File: src/rtl/channel_loader.sv
// channel_loader: packs a valid/ready stream of channel LLRs into P-wide storage words
// and hands the frame to the decoder. Optional clamping with CHANNEL_LOADER_SAT_EN.
module channel_loader #(
  parameter int N    = 1024,
  parameter int P    = 128,
  parameter int Q    = 6,
  parameter int B    = 16,
  parameter int IN_Q = 8
) (
  input  logic              clk,
  input  logic              rst,
  input  logic [B*IN_Q-1:0] llr_in,
  input  logic              in_valid,
  output logic              in_ready,
  input  logic              dec_done,
  output logic [P*Q-1:0]    W_channel,
  output logic [4:0]        channel_count,
  output logic              channel_ready,
  output logic              channel,
  output logic [1:0]        state_dbg
);

  localparam int BEATS = P / B;
  localparam int WORDS = N / P;
  localparam int BW    = (BEATS > 1) ? $clog2(BEATS) : 1;

  typedef enum logic [1:0] {
    IDLE   = 2'd0,
    LOAD   = 2'd1,
    DRAIN  = 2'd2,
    DECODE = 2'd3
  } state_t;

  state_t                  state, state_next;
  logic [BW-1:0]           beat_cnt;
  logic [4:0]              word_cnt;
  logic [P*Q-1:0]          stage;
  logic [P*Q-1:0]          word_next;
  logic [B*Q-1:0]          beat_q;
  logic signed [IN_Q-1:0]  llr;
  logic                    accept;
  logic                    last_beat;
  logic                    last_word;

  // Handshake: a beat transfers on a rising edge where in_valid && in_ready; the source
  // holds llr_in stable while in_valid is high and in_ready is low.
  assign accept    = in_valid && in_ready;
  assign last_beat = (beat_cnt == BW'(BEATS - 1));
  assign last_word = (word_cnt == 5'(WORDS - 1));
  assign state_dbg = state;

`ifdef CHANNEL_LOADER_SAT_EN
  localparam logic signed [IN_Q-1:0] SAT_MAX = IN_Q'((1 << (Q - 1)) - 1);
  localparam logic signed [IN_Q-1:0] SAT_MIN = -SAT_MAX;
`else
  logic unused_hi;
`endif

  always_comb begin
    beat_q = '0;
    llr    = '0;
`ifndef CHANNEL_LOADER_SAT_EN
    unused_hi = 1'b0;
`endif
    for (int i = 0; i < B; i++) begin
      llr = llr_in[i*IN_Q +: IN_Q];
`ifdef CHANNEL_LOADER_SAT_EN
      if (llr > SAT_MAX)      beat_q[i*Q +: Q] = SAT_MAX[Q-1:0];
      else if (llr < SAT_MIN) beat_q[i*Q +: Q] = SAT_MIN[Q-1:0];
      else                    beat_q[i*Q +: Q] = llr[Q-1:0];
`else
      // Plain truncation: the sign-extension bits above Q are dropped.
      beat_q[i*Q +: Q] = llr[Q-1:0];
      unused_hi = unused_hi ^ (^(llr >>> Q));
`endif
    end
  end

  // The completing beat is merged here so W_channel is loaded on the same edge.
  always_comb begin
    word_next = stage;
    word_next[int'(beat_cnt)*(B*Q) +: B*Q] = beat_q;
  end

  always_comb begin
    state_next = state;
    case (state)
      IDLE:    if (accept) state_next = (last_beat && last_word) ? DRAIN : LOAD;
      LOAD:    if (accept && last_beat && last_word) state_next = DRAIN;
      DRAIN:   state_next = DECODE;
      DECODE:  if (dec_done) state_next = IDLE;
      default: state_next = IDLE;
    endcase
  end

  always_ff @(posedge clk) begin
    if (rst) begin
      state         <= IDLE;
      in_ready      <= 1'b1;
      channel       <= 1'b0;
      channel_ready <= 1'b0;
      channel_count <= '0;
      W_channel     <= '0;
      stage         <= '0;
      beat_cnt      <= '0;
      word_cnt      <= '0;
    end else begin
      state         <= state_next;
      in_ready      <= (state_next == IDLE) || (state_next == LOAD);
      channel       <= (state_next == DECODE);
      channel_ready <= 1'b0;
      if (accept) begin
        stage <= word_next;
        if (last_beat) begin
          beat_cnt      <= '0;
          word_cnt      <= last_word ? 5'd0 : word_cnt + 5'd1;
          W_channel     <= word_next;
          channel_count <= word_cnt;
          channel_ready <= 1'b1;
        end else begin
          beat_cnt <= beat_cnt + BW'(1);
        end
      end
    end
  end

endmodule

File: config.mk
export PLATFORM = sky130hd
export DESIGN_NAME = channel_loader
export DESIGN_NICKNAME = d
export VERILOG_FILES = /design/src/rtl/channel_loader.sv
export SDC_FILE = /design/constraint.sdc
export NUM_CORES = 2
export LEC_CHECK = 0
export BUFFER_PORTS_ARGS = -buffer_cell sky130_fd_sc_hd__buf_2
export CORE_MARGIN = 8
export CORE_UTILIZATION = 45
export CTS_CLUSTER_DIAMETER = 50
export DETAILED_ROUTE_END_ITERATION = 8
export PLACE_DENSITY = 0.68
export SLEW_MARGIN = 10
export SYNTH_ARGS = -nofsm -noshare
export SYNTH_HDL_FRONTEND = slang
export SYNTH_SLANG_ARGS = --single-unit
File: constraint.sdc
create_clock -name clk -period 4.2 [get_ports clk]
set_input_delay 0.63 -clock clk [delete_from_list [all_inputs] [get_ports clk]]
set_output_delay 0.63 -clock clk [all_outputs]
set_load 0.05 [all_outputs]
==> flow_metrics.env <==
export IMPL_htreeDepth=4
export IMPL_synthAdderAreaFrac=0.00204
export IMPL_max_slew_worst_pin_slew_ns=1.38
export IMPL_synth_simple_area_share=0.169
export IMPL_pin_count=910
export IMPL_die_area_um2=157000
export IMPL_fmax_ghz=0.240
export IMPL_status="finished clean"
export IMPL_whs_ns=0.348
export IMPL_critPathSlowestCell="fa_1"
export IMPL_ys_seq_area_frac=0.478
export IMPL_p_switching_uw=10100
export IMPL_startpoint_type="flip-flop"
export IMPL_critPathBufInv=2
export IMPL_setup_viol=0
export IMPL_synth_async_reset_ratio=0
export IMPL_clock_path_buffers=3
export IMPL_required_ns=4.92
export IMPL_rows=139
export IMPL_wire_per_inst_um=29.5
export IMPL_hold_path_class="input pin to flip-flop"
export IMPL_peakVddDrop_v=0.000321
export IMPL_grt_max_degree=200
export IMPL_setup_tns_ns=0
export IMPL_synth_nets=7501
export IMPL_slew_violations=0
export IMPL_post_route_drc_count=0
export IMPL_netlist_top_cells_area="dfxtp_1 (48%), nand2_1 (5.6%), a22oi_1 (5.4%)"
export IMPL_synth_top_family_by_area="compound AO/OA/AOI/OAI gates"
export IMPL_antenna_found_initial=65
export IMPL_clk_insertion_delay_late_ns=0.84
export IMPL_numPortBuffers=877
export IMPL_synth_xor_area_share=0.00233
export IMPL_comb_power_share=0.136
export IMPL_leakagePower_uw=0.0305
export IMPL_synth_compound_area_share=0.258
export IMPL_synthCells=7359
export IMPL_die_x_um=396
export IMPL_cp_max_fo=28
export IMPL_netlist_area_um2=65100
export IMPL_avgViaCountPerCell=6.27
export IMPL_cts_tree="yes"
export IMPL_critPathCaptureType="flip-flop"
export IMPL_critPathKind="flip-flop to flip-flop"
export IMPL_p_seq_frac=0.425
export IMPL_crit_family="simple AND/OR/NAND/NOR gates"
export IMPL_die_h_um=396
export IMPL_root_buffer="clkbuf_16"
export IMPL_start_util=0.453
export IMPL_fin_crit_sh=0.994
export IMPL_p_int_uw=25000
export IMPL_yosys_warnings=0
export IMPL_drtIter0Drc=7791
export IMPL_overflow=0
export IMPL_grt_pass1_vias=57400
export IMPL_synth_seq_cells=1554
export IMPL_max_stage_delay_ns=0.49
export IMPL_switching_share=0.288
export IMPL_synthDominantCellAreaShare=0.478
export IMPL_muxShareOfSynthArea=0.0438
export IMPL_synth_distinct_cells=86
export IMPL_synth_area_leader_cell="dfxtp_1"
export IMPL_place_congestion=1.03
export IMPL_ys_flop_type="dfxtp_1"
export IMPL_cp_arrival_ns=4.90
export IMPL_min_period_ns=4.17
export IMPL_fin_skew_ns=0.0417
export IMPL_vias=62600
export IMPL_slew_headroom=0.0713
export IMPL_grt_pass1_wl_mm=413
export IMPL_ant_nets=0
export IMPL_wl_mm=295
export IMPL_synth_edf_count=0
export IMPL_synthToLayoutAreaGrowth_pct=18.9
export IMPL_cts_buffers_inserted=170
export IMPL_nNetsFinal=8047
export IMPL_rsz0062_at_grt="true"
export IMPL_grt_use_total=0.352
export IMPL_clock_sinks=1554
export IMPL_firstDrtPassIters=7
export IMPL_coreArea_um2=144000
export IMPL_maxCapViolations=0
export IMPL_path_cells="ha_1, inv_1, fa_1, xnor2_2, nor2_1, ha_1, inv_1, nand3_1, or3_1, nand2_2, nand2_2, o21ai_0"
export IMPL_drive_gt1_frac=0.201
export IMPL_hold_viol=0
export IMPL_synth_commonest_cells="dfxtp_1 (1554), nand2_1 (973), nor2_1 (760)"
export IMPL_powerDensity_nw_per_um2=454
export IMPL_synth_most_common_cell="dfxtp_1"
export IMPL_dp_hpwl_mm=197
export IMPL_clockPowerShare=0.439
export IMPL_avgSynthCellArea_um2=8.84
export IMPL_path_clk_slew_ns=0.06
export IMPL_finalPower_uw=35100
per-stage QoR:
step	instance area [µm²]	util	instances	setup WS (ns)
global placement	71300	0.497	9628	0.180
global route	77200	0.538	9950	-0.0751
floorplan	65100	-	7359	0.271
detailed placement	71300	0.497	9628	0.161
finish	77300	0.538	9991	0.0264
CTS	77200	0.537	9939	0.156
power groups by stage:
stage | clock network (µW) | logic, µW | registers (µW)
after floorplan | 0 | 2580 | 15300
after global placement | 0 | 4510 | 15300
after detailed placement | 0 | 4550 | 15300
after CTS | 15500 | 4560 | 14900
after global routing | 16200 | 4870 | 15000
final | 15400 | 4760 | 14900
worst reg2reg max path, delay by kind of cell, from the launching register on:
family	cells	cell delay [ns]
xor gates and xnor gates	1	0.19
DFF	1	0.42
AOI/OAI and AO/OA	1	0.39
and+or+nand+nor	5	1.53
adders and majority gates	3	1.05
buffers and inverters	2	0.51
cell usage in the layout, fill, tap and decap left out, types with 22 or more instances in the layout:
| cell | count |
|---|---|
| a311oi_1 | 82 |
| buf_4 | 203 |
| a221o_1 | 195 |
| nor2b_1 | 44 |
| a211oi_1 | 313 |
| a21oi_1 | 369 |
| and3_1 | 197 |
| nor4_1 | 23 |
| o21ai_1 | 40 |
| o21ba_2 | 27 |
| clkbuf_16 | 172 |
| buf_12 | 36 |
| nand2_1 | 972 |
| nand2b_1 | 99 |
| a32oi_1 | 36 |
| clkbuf_8 | 40 |
| nand3_1 | 22 |
| a22oi_1 | 464 |
| nor3_1 | 98 |
| nor2_1 | 748 |
| o211ai_1 | 27 |
| diode_2 | 45 |
| o221ai_1 | 27 |
| and2_1 | 52 |
| dfxtp_1 | 1553 |
| mux2_2 | 72 |
| buf_2 | 876 |
| a21o_1 | 91 |
| o22ai_1 | 141 |
| a22o_1 | 33 |
| o2bb2ai_1 | 32 |
| clkbuf_1 | 31 |
| o21ai_0 | 353 |
| nor3b_1 | 84 |
| mux2i_1 | 204 |
| a221oi_4 | 30 |
cells by family after synthesis:
kind of cell	count (synthesis)
flops	1554
fa+ha+maj	10
mux	276
compound gates	2322
xor+xnor	14
buf+inv	756
simple gates	2427
state kept, by name, indices dropped and copies added, names as in the netlist:
name and cells:
word_cnt 5, W_channel 768, channel_ready 1, in_ready 1
channel_count 5, stage 768, state_dbg 2, beat_cnt 3
channel 1
path summary, 6_finish.rpt:
| kind | slack (ns) | depth (start not counted) | start | endpoint |
|---|---|---|---|---|
| setup reg to reg | 0.03 | 12 | beat_cnt[1] | W_channel[34] |
| setup / recovery | 0.03 | 12 | beat_cnt[1] | W_channel[34] |
| hold reg to reg | 0.43 | 2 | W_channel[326] | W_channel[326] |
| hold / removal | 0.35 | 3 | rst | stage[479] |
final cells by class:
cell class | instances | area (µm²)
multi-input cells | 5049 | 31200
flip-flops and latches | 1554 | 31100
repair buffers | 1118 | 6670
clock buffers | 243 | 4970
well taps | 1903 | 2380
clock inverters | 67 | 835
fillers | 13200 | 66300
inverters | 12 | 50.0
diodes | 45 | 113
routing by layer:
metal  GRT usage  part of all wire  vias to the layer above
li1            -                 -                    27800
met1       0.437              0.38                    30000
met2       0.517              0.42                     3880
met3       0.125              0.12                      855
met4       0.229             0.073                       30
met5           0           0.00066                        -
timing repair:
action                                  4_1_cts  5_1_grt
endpoints found under the setup margin        0       64
hold buffers                                  1        0
gates resized for setup                       0        1
buffers inserted                              0        6
endpoints found under the hold margin         1        0
Power figures use the tool's default switching activity.
